## config.mk

```make
export PLATFORM = sky130hd
export DESIGN_NAME = ps2_key_decoder
export DESIGN_NICKNAME = d
export VERILOG_FILES = /design/src/rtl/ps2_key_decoder.sv
export SDC_FILE = /design/constraint.sdc
export NUM_CORES = 1
export LEC_CHECK = 0
export BUFFER_PORTS_ARGS = -buffer_cell sky130_fd_sc_hd__buf_2
export CORE_AREA = 8 8 92 70
export DETAILED_ROUTE_END_ITERATION = 10
export DIE_AREA = 0 0 100 78
export PLACE_DENSITY = 0.68
export SLEW_MARGIN = 40
export SYNTH_ARGS = -nofsm -noshare
export SYNTH_HDL_FRONTEND = slang
export SYNTH_SLANG_ARGS = --single-unit
```

## constraint.sdc

```tcl
create_clock -name clk -period 4.66 [get_ports clk]
set_input_delay 0 -clock clk [delete_from_list [all_inputs] [get_ports clk]]
set_output_delay 0 -clock clk [all_outputs]
set_load 0.1 [all_outputs]
```

## src/rtl/ps2_key_decoder.sv

```systemverilog
// PS/2 keyboard receiver and make/break decoder driving a two-digit hex display.
// Optional odd-parity rejection is enabled by defining PS2_PARITY_CHECK_EN.
module ps2_key_decoder #(
   parameter int TIMEOUT_CYCLES = 50000,
   parameter int SYNC_STAGES    = 2
) (
   input  logic       clk,
   input  logic       rst,
   input  logic       ps2_clk,
   input  logic       ps2_data,
   output logic [7:0] scan_code,
   output logic       key_light,
   output logic [7:0] press_count,
   output logic       byte_valid,
   output logic       frame_err
);
   // state  | meaning
   // IDLE   | waiting for a start bit (data low on a falling edge)
   // DATA   | shifting in 8 data bits, LSB first
   // PARITY | latching the parity bit
   // STOP   | checking the stop bit, then accept or reject the frame

   localparam int CW = $clog2(TIMEOUT_CYCLES + 1);
   localparam logic [7:0] BREAK_CODE = 8'hF0;
   localparam logic [7:0] EXT_CODE   = 8'hE0;

   typedef enum logic [1:0] {IDLE, DATA, PARITY, STOP} state_t;

   state_t                 state;
   state_t                 state_nxt;
   logic [SYNC_STAGES-1:0] clk_sync;
   logic [SYNC_STAGES-1:0] data_sync;
   logic                   clk_prev;
   logic                   fall;
   logic                   data_s;
   logic [2:0]             bit_cnt;
   logic [7:0]             shift;
   logic                   par_bit;
   logic [CW-1:0]          idle_cnt;
   logic                   timeout;
   logic                   frame_ok;
   logic                   accept;
   logic                   reject;
   logic                   brk;
   logic                   ext;

   always_ff @(posedge clk) begin
      if (rst) begin
         clk_sync  <= '1;
         data_sync <= '1;
         clk_prev  <= 1'b1;
      end else begin
         clk_sync  <= {clk_sync[SYNC_STAGES-2:0], ps2_clk};
         data_sync <= {data_sync[SYNC_STAGES-2:0], ps2_data};
         clk_prev  <= clk_sync[SYNC_STAGES-1];
      end
   end

   assign fall   = clk_prev & ~clk_sync[SYNC_STAGES-1];
   assign data_s = data_sync[SYNC_STAGES-1];

   // Down-counter reloaded on every edge; terminal count lands the error pulse
   // exactly TIMEOUT_CYCLES cycles after the last detected edge.
   assign timeout = (state != IDLE) && !fall && (idle_cnt == CW'(1));

`ifdef PS2_PARITY_CHECK_EN
   assign frame_ok = data_s & (^{shift, par_bit});
`else
   logic unused_parity;
   assign unused_parity = par_bit;
   assign frame_ok      = data_s;
`endif

   always_ff @(posedge clk) begin
      if (rst) state <= IDLE;
      else     state <= state_nxt;
   end

   always_comb begin
      state_nxt = state;
      if (timeout) begin
         state_nxt = IDLE;
      end else if (fall) begin
         case (state)
            IDLE:    if (!data_s) state_nxt = DATA;
            DATA:    if (bit_cnt == 3'd7) state_nxt = PARITY;
            PARITY:  state_nxt = STOP;
            STOP:    state_nxt = IDLE;
            default: state_nxt = IDLE;
         endcase
      end
   end

   always_comb begin
      accept = 1'b0;
      reject = 1'b0;
      if (state == STOP && fall) begin
         accept = frame_ok;
         reject = !frame_ok;
      end
   end

   always_ff @(posedge clk) begin
      if (rst) begin
         bit_cnt  <= '0;
         shift    <= '0;
         par_bit  <= 1'b0;
         idle_cnt <= '0;
      end else begin
         if (fall)
            idle_cnt <= CW'(TIMEOUT_CYCLES - 1);
         else if (state == IDLE)
            idle_cnt <= '0;
         else if (idle_cnt != '0)
            idle_cnt <= idle_cnt - CW'(1);

         if (timeout) begin
            bit_cnt <= '0;
         end else if (fall) begin
            case (state)
               IDLE:    bit_cnt <= '0;
               DATA: begin
                  shift   <= {data_s, shift[7:1]};
                  bit_cnt <= bit_cnt + 3'd1;
               end
               PARITY:  par_bit <= data_s;
               default: ;
            endcase
         end
      end
   end

   // Decoder state and pulses share one register stage so outputs move with byte_valid.
   always_ff @(posedge clk) begin
      if (rst) begin
         byte_valid  <= 1'b0;
         frame_err   <= 1'b0;
         scan_code   <= '0;
         key_light   <= 1'b0;
         press_count <= '0;
         brk         <= 1'b0;
         ext         <= 1'b0;
      end else begin
         byte_valid <= accept;
         frame_err  <= reject | timeout;
         if (accept) begin
            if (shift == BREAK_CODE) begin
               brk <= 1'b1;
            end else if (shift == EXT_CODE) begin
               ext <= 1'b1;
            end else begin
               ext <= 1'b0;
               if (brk) begin
                  brk <= 1'b0;
                  if (shift == scan_code) key_light <= 1'b0;
               end else if (shift != scan_code || !key_light) begin
                  scan_code   <= shift;
                  key_light   <= 1'b1;
                  press_count <= press_count + 8'd1;
               end
            end
         end
      end
   end

endmodule

```

Word level (Yosys, flattened, before mapping) --
Index checks and enable logic that the tools add are counted.
Storage, ports and cells: register bits 54, input bits 4
Operators by class: $add $sub $neg 3, eq/ne operators 13, mux-type cells 14, bitwise logic cells 7, reductions and logical operators 21
Operators with widths (number):
- 16-bit 2-to-1 mux | 3
- 16-bit by 1-bit equality test with 1-bit output, second input constant | 1
- 8-bit equality test, second input constant | 2
- 16-bit nonzero test | 1
- 16-bit by 1-bit subtractor with 16-bit output, second input constant | 1
- 5-bit AND reduction | 2
- 8-bit by 1-bit adder with 8-bit output, second input constant | 1
- 8-bit equality test | 1
- 8-bit != test | 1
- 2-bit case mux with 4 select lines | 1
- 1-bit 2-to-1 mux | 7
- 2-bit != test, second input constant | 3
- 3-bit case mux with 2 select lines | 1
- 3-bit AND reduction | 2
- 2-bit nonzero test | 3
- 1-bit inverter | 5
- 2-bit equality test, second input constant | 2
- 2-bit 2-to-1 mux | 2
- 2-bit AND reduction | 2
- 3-bit by 1-bit adder with 3-bit output, second input constant | 1
- 3-bit equality test, second input constant | 1
- 1-bit logical AND | 3
- 1-bit zero test | 3
- 3-bit nonzero test | 1
- other kinds (8) | 8

Depth between registers and ports, before layout --
Gate-level depths: netlist (run 1).
depth after elaboration 7, mapped depth 8, mapped depth without buffers 7

Least setup slack after synthesis (run 1) --
Ideal clock, no wire load.
path kind flip-flop to flip-flop, start point reg scan_code[2], end point reg scan_code[3], setup time 128 ps, arrival 2314 ps, required time 4532 ps, slack 2218 ps, cell stages (with the launch flop) 7, period minus slack after synthesis 2442 ps, cells stage by stage dfxtp_1 xor2_1 nor4_2 a31oi_2 buf_4 mux2i_1 nor2_1
Between the ends: longest elaborated chain between the ends 3
Ends and longest elaborated chain:
- start, declared | line 11 | output logic [7:0] scan_code,
- start signal, assigned | line 157 | scan_code <= shift;
- 8-bit != test | line 156 | end else if (shift != scan_code || !key_light) begin
- 1-bit logical OR | line 156
- 5-bit AND reduction (no source line)
Every way passes these cells. A chain may end at the register's enable or synchronous reset.

Worst setup path in the final report (run 1) --
start point reg idle_cnt[0], end point reg idle_cnt[2]
Between the ends: longest elaborated chain between the ends 4, elaborated cells on any way between the ends 6
Ends and longest elaborated chain:
- start, declared | line 39 | logic [CW-1:0] idle_cnt;
- start signal, assigned | line 111 | idle_cnt <= CW'(TIMEOUT_CYCLES - 1);
- start signal, assigned | line 115 | idle_cnt <= idle_cnt - CW'(1);
- 16-bit by 1-bit subtractor with 16-bit output | line 115
- 16-bit 2-to-1 mux | line 114 | else if (idle_cnt != '0)
- 16-bit 2-to-1 mux | line 112 | else if (state == IDLE)
- 16-bit 2-to-1 mux | line 110 | if (fall)
Parallel ways exist; a longest one is shown, timed or not. The select of a mux whose other input is x is not followed.

==> results.ini, run 1 <==
[logic_synthesis]
ys_warn_count = 0
synthCells = 274
synth_top_cell_by_area = dfxtp_1
ys.flop_type = dfxtp_1
synthesis.nets = 287
yosysUniqueCellTypes = 42
synth_top_cells_by_area = dfxtp_1 44%, nor2_1 5.7%, xor2_1 5.4%
synthesis.area_sq_um = 2452
synth.ff_latch_count = 54
synthArstFlopShare_pct = 0
ys_seq_area_share_pct = 44.08
synth_top_area_share_pct = 44.08
avgSynthCellArea_sq_um = 8.950
synth_edf_count = 0

[floorplanning]
dieArea_sq_um = 7800
io_pins = 23
num_rows = 22
fp.dieH_microns = 78
die-width_microns = 100
start_util_pct = 48.95
core_area_sq_um = 5010

[sta]
maxSlewViolCount = 0
fin_crit_sh_pct = 47.04
hold_viol = 0
slew_headroom_pct = 50.81
setup-tns-final_ns = 0
rsz0062_at_grt = no
min_period_ns = 2.192
setup_viol = 0
tightest_slew_ns = 0.7312
max_freq_mhz = 456.2
skew_ns = 0.009629

[critical_path]
startpoint = idle_cnt[0]
path_class = flop to flop
cp_max_fo = 11
reg2regPathDepth = 7
startpoint_type = flop
r2r-end = idle_cnt[2]
endpoint = idle_cnt[2]
rr_startpoint = idle_cnt[0]
cp.required_ns = 4.82
crit_arrival_ns = 2.35
regToRegSetupSlack_ns = 2.47
end_kind = flop

[clock_tree]
cts.clk_slew.worst_paths_ns = 0.10
cts-root-buf = clkbuf_8
cts_max_level = 2
cts_resized = 0
clk_path_buf_depth = 2
cts_tree = yes
numCtsBuffers = 5
insertion_delay_ns = 0.30
clock_sinks = 54

[placement]
hpwlAfterDp_mm = 3.406
port_buffers = 22
gp_congestion = 0.7809
dp.cells = 357

[power]
powerDensity_nw_per_um2 = 287.4
p_leak_uw = 0.001137
ir_drop_mv = 0.2027

[layout]
layout_common_cells = 54 x dfxtp_1, 37 x nor2_1, 25 x nand2_1
layout.nets = 307
instances_no_fill = 367
layout_commonest_cell = dfxtp_1
diodes = 0
multi_input_area_sq_um = 1304
layout-drive-gt1-share_pct = 14.24
final-seq-area_sq_um = 1081
syn2layout_area_growth_pct = 10.97
fillers = 477

[grt]
grt_pass1_vias = 1719
grt_first_pass_wirelength_mm = 8.017
antenna_found_initial = 0
grt_max_degree = 44
gr-usage-all-layers_pct = 12.36
grt_overflow = 0

[detailed_routing]
vias_per_cell = 5.090
drt-total-wl_mm = 4.628
num_vias = 1868
first_iter_violations = 85
first_pass_iters = 4
ant_nets = 0
drc = 0
post_drt_wl_per_cell_microns = 12.61

[job]
maxCapViolations = 0

[min_path]
hold_start = rst
hold_class = input pin to flop

[outcome]
status = complete, no violations

==> logic make-up after synthesis <==
kind of cell / synth area share (%)
buffers and inverters: 3.214
adders and majority gates: 4.592
AOI/OAI and AO/OA: 11.48
muxes: 4.082
and+or+nand+nor: 24.34
xor gates and xnor gates: 8.215
DFF: 44.08
==> final cells by class <==
| cell class | count | share of cell area, % |
|---|---|---|
| multi-input combinational | 201 | 47.91 |
| timing repair buffer | 24 | 4.782 |
| sequential | 54 | 39.72 |
| clock inverter | 2 | 0.5057 |
| clock buffer | 6 | 2.667 |
| inverter | 8 | 1.103 |
| tap | 72 | 3.310 |
==> repair_timing <==
action | CTS | global route
setup buffers | 0 | 0
hold endpoints to repair | 2 | 0
hold buffers | 2 | 0
==> synth_stat cells (all sizes together), types with 3 or more instances <==
cell type and count:
inv 8, xnor2 8, nor3 7, nand3 10
xor2 15, clkbuf 9, nor4 6, nand3b 3
a21oi 23, mux2i 10, ha 9, nand2 25
nor2 37, a311oi 3, dfxtp 54, or3 5
nand2b 3, or2 6, o21ai 5, o31ai 4
==> sequential cells by signal, indices dropped and copies added, names as in the netlist <==
register and cells:
idle_cnt 16, press_count 8, scan_code 8, shift 8
bit_cnt 3, clk_sync 2, data_sync 2, state 2
brk 1, byte_valid 1, clk_prev 1, frame_err 1
key_light 1
==> routing by layer <==
metal | vias up | wire length [microns] | global-route usage [%]
li1 | 984 | - | -
met1 | 853 | 2488 | 17.81
met2 | 29 | 1912 | 17.74
met3 | 2 | 201 | 3.298
met4 | 0 | 26 | 2.707
met5 | - | 0 | 0
==> worst min path at each step <==
stage,cells after the start,to
global route,2,press_count[3]
global placement,2,data_sync[0]
detailed placement,2,data_sync[0]
finish,2,press_count[3]
floorplan,1,clk_sync[0]
CTS,2,press_count[3]
==> report_power, final <==
group	leakage [uW]	internal [uW]	switching [uW]
logic	0.000655	25.9	35.7
clock network	0.0000452	106	144
registers	0.000437	466	4.22
==> critical path, cell delays in order, from the launching register on <==
cell     delay [ns]
dfxtp_1        0.35
inv_1          0.10
ha_1           0.21
or4b_4         0.52
and4b_1        0.52
nor2_1         0.14
a21oi_1        0.17
nor2_1         0.05
==> through the flow <==
stage	setup slack (ns)	utilization, %	cell area [sq um]	hold WS [ns]	power, uW
final	2.468	54.32	2721	0.2360	782.1
after CTS	2.475	54.27	2719	0.2415	790.4
after global placement	2.392	51.97	2604	0.1852	540.5
after detailed placement	2.500	52.15	2613	0.1854	541.0
after floorplan	2.218	-	2452	0.1038	531.8
after global routing	2.316	54.32	2721	0.2707	818.6
Power figures use the tool's default switching activity.
==> run 2: changes to the inputs <==
- PLACE_DENSITY: 0.68 -> 0.71
- clock period: 4.66 -> 2 ns (I/O delays scaled with it)
==> run 2 against run 1 <==
Final cell count increased by 3.5%; sequential cell count did not move; fmax up 13%; non-clock buffer count increased by 13; clock-buffer cell count increased by 1; first-iteration DRC count is 40% higher; global-route usage is 0.72 points higher; largest power group unchanged; critical path type unchanged; sequential share of layout area fell by 1.3 points; combinational power increased to 2.7 times the previous value; via count is 2.4% higher; utilization rose by 3.6 points.
==> results.ini, run 2 (synthesized netlist as in run 1, its figures left out) <==
[critical_path]
startpoint_type = flop
max_stage_delay_ns = 0.49  ; -0.03 ns
cp_max_fo = 6  ; -5
crit_path_top_delay_cell = or4b_4
cp.required_ns = 2.16  ; -2.66 ns
crit_arrival_ns = 2.09  ; -0.26 ns
path_class = flop to flop
startpoint = idle_cnt[0]
rr_startpoint = idle_cnt[0]
path_common_cell = nor2_1
path_cells = inv_2 > ha_4 > or4b_4 > and4b_1 > buf_4 > nor2_1 > a21oi_1 > nor2_1
end_kind = flop

[clock_tree]
clk_path_buf_depth = 2  ; unchanged
cts_tree = yes
insertion_delay_ns = 0.30  ; about the same
cts-root-buf = clkbuf_8
cts_max_level = 2  ; unchanged
clock_sinks = 54  ; unchanged
cts.clk_slew.worst_paths_ns = 0.09  ; about the same
numCtsBuffers = 5  ; unchanged

[sta]
maxSlewViolCount = 0  ; unchanged
tightest_slew_ns = 0.7167  ; -0.01447 ns
setup-tns-final_ns = 0  ; unchanged
skew_ns = 0.004554  ; -0.005076 ns
slew_headroom_pct = 52.22  ; +1.4 points
rsz0062_at_grt = no
fin_ws_ns = 0.06779  ; -2.400 ns
max_freq_mhz = 517.5  ; +13%
fin_crit_sh_pct = 96.61  ; +50 points
hold_viol = 0  ; unchanged
min_period_ns = 1.932  ; -0.2600 ns
setup_viol = 0  ; unchanged

[power]
p_leak_uw = 0.001221  ; +7.4%
ir_drop_mv = 0.4338  ; +110%
p_seq_share_pct = 55.1  ; -5.0 points
comb_power_share_pct = 8.5  ; +0.6 points
powerDensity_nw_per_um2 = 679.8  ; +140%
switching_share_pct = 22.34  ; -1.2 points
clock_power_share_pct = 36.4  ; +4.4 points
p_switching_uw = 440.6  ; +140%
p_int_uw = 1532  ; +160%

[floorplanning]
die-width_microns = 100  ; unchanged
fp.dieH_microns = 78  ; unchanged
dieArea_sq_um = 7800  ; unchanged
core_area_sq_um = 5010  ; unchanged
io_pins = 23  ; unchanged
start_util_pct = 48.95  ; unchanged
num_rows = 22  ; unchanged

[detailed_routing]
vias_per_cell = 5.032  ; -1.1%
top_layer_used = met4
first_iter_violations = 119  ; +40%
drc = 0  ; unchanged
wl_met1_mm = 2.464  ; -0.96%
ant_nets = 0  ; unchanged
wl_met2_mm = 2.236  ; +17%
num_vias = 1912  ; +2.4%
first_pass_iters = 4  ; unchanged
post_drt_wl_per_cell_microns = 12.93  ; +2.5%
drt-total-wl_mm = 4.914  ; +6.2%
dr_wl_met3_microns = 180  ; -10%

[layout]
fillers = 464  ; -2.7%
layout_common_cells = 40 x dfxtp_1, 37 x nor2_1, 25 x nand2_1
layout-drive-gt1-share_pct = 23.05  ; +8.8 points
diodes = 0  ; unchanged
largest_reg_flops = 16  ; unchanged
layout_commonest_cell = dfxtp_1
largest_register = idle_cnt
syn2layout_area_growth_pct = 18.32
layout.nets = 320  ; +4.2%

[grt]
grt_max_degree = 44  ; unchanged
gr-usage-all-layers_pct = 13.08  ; +0.72 points
antenna_found_initial = 0  ; unchanged
grt_first_pass_wirelength_mm = 8.383  ; +4.6%
grt_overflow = 0  ; unchanged
grt_pass1_vias = 1767  ; +2.8%

[placement]
gp_congestion = 0.8112  ; +3.9%
pre_cts_ws_ns = 0.04611  ; -2.454 ns
hpwlAfterDp_mm = 3.573  ; +4.9%
port_buffers = 22  ; unchanged

[job]
maxCapViolations = 0  ; unchanged

[min_path]
hold_class = input pin to flop
hold_start = rst

[outcome]
status = complete, no violations

## run 2: cell count changes in the layout (fill, tap and decap cells not counted), moves of 2 or more
cell     change
inv_1        -2
inv_2        +2
dfxtp_2      +8
buf_12       +2
dfxtp_1     -14
dfxtp_4      +6
buf_4       +11
## run 2: path summary, 6_finish.rpt
kind                        to  slack, ns  cells after the start
setup / recovery   idle_cnt[8]       0.07                      8
hold reg to reg   data_sync[1]       0.42                      1
setup reg to reg   idle_cnt[8]       0.07                      8
hold / removal     idle_cnt[3]       0.24                      2
## run 2: worst max-delay path: cells and delay by family (launching register included)
kind,cells,cell delay (ns)
AO/OA/AOI/OAI,1,0.18
adder cells (fa/ha/maj),1,0.13
buffers and inverters,2,0.23
flip-flops,1,0.33
AND/OR/NAND/NOR,4,0.92
## run 2: layout make-up
cell class | instances | area, sq um | share of cell area (%)
Tap cell | 72 | 90.09 | 3.105
Multi-Input combinational cell | 201 | 1309 | 45.11
Clock buffer | 7 | 76.32 | 2.630
Timing Repair Buffer | 37 | 252.7 | 8.711
Sequential cell | 54 | 1114 | 38.38
Clock inverter | 1 | 30.03 | 1.035
Inverter | 8 | 30.03 | 1.035
## run 2: power by group through the flow
stage / registers, uW / clock network, uW / logic (uW)
6_report: 1090 / 718 / 168
5_1_grt: 1090 / 780 / 187
4_1_cts: 1090 / 740 / 164
3_5_place_dp: 1110 / 0 / 160
3_3_place_gp: 1110 / 0 / 158
2_1_floorplan: 1110 / 0 / 121
## run 2: routing by layer
| layer | GRT usage, % | vias up |
|---|---|---|
| met3 | 3.654 | 4 |
| li1 | - | 1007 |
| met2 | 20.47 | 22 |
| met5 | 0 | - |
| met4 | 3.609 | 0 |
| met1 | 17.17 | 879 |
## run 2: per-stage QoR
| stage | area [sq um] | total power (uW) | hold slack (ns) | utilization (%) | cells |
|---|---|---|---|---|---|
| 3_3_place_gp | 2728 | 1269 | 0.1819 | 54.45 | 368 |
| 3_5_place_dp | 2728 | 1271 | 0.1854 | 54.45 | 368 |
| 5_1_grt | 2902 | 2056 | 0.2579 | 57.92 | 380 |
| 4_1_cts | 2854 | 1990 | 0.2324 | 56.97 | 378 |
| 2_1_floorplan | 2481 | 1231 | 0.1038 | - | 274 |
| 6_report | 2902 | 1973 | 0.2363 | 57.92 | 380 |
## run 2: repair_timing
action                                  4_1_cts  5_1_grt
endpoints found under the hold margin         2        0
resized for setup                             0        8
hold buffers                                  2        0
endpoints found under the setup margin        0        8
buffers inserted                              0        2
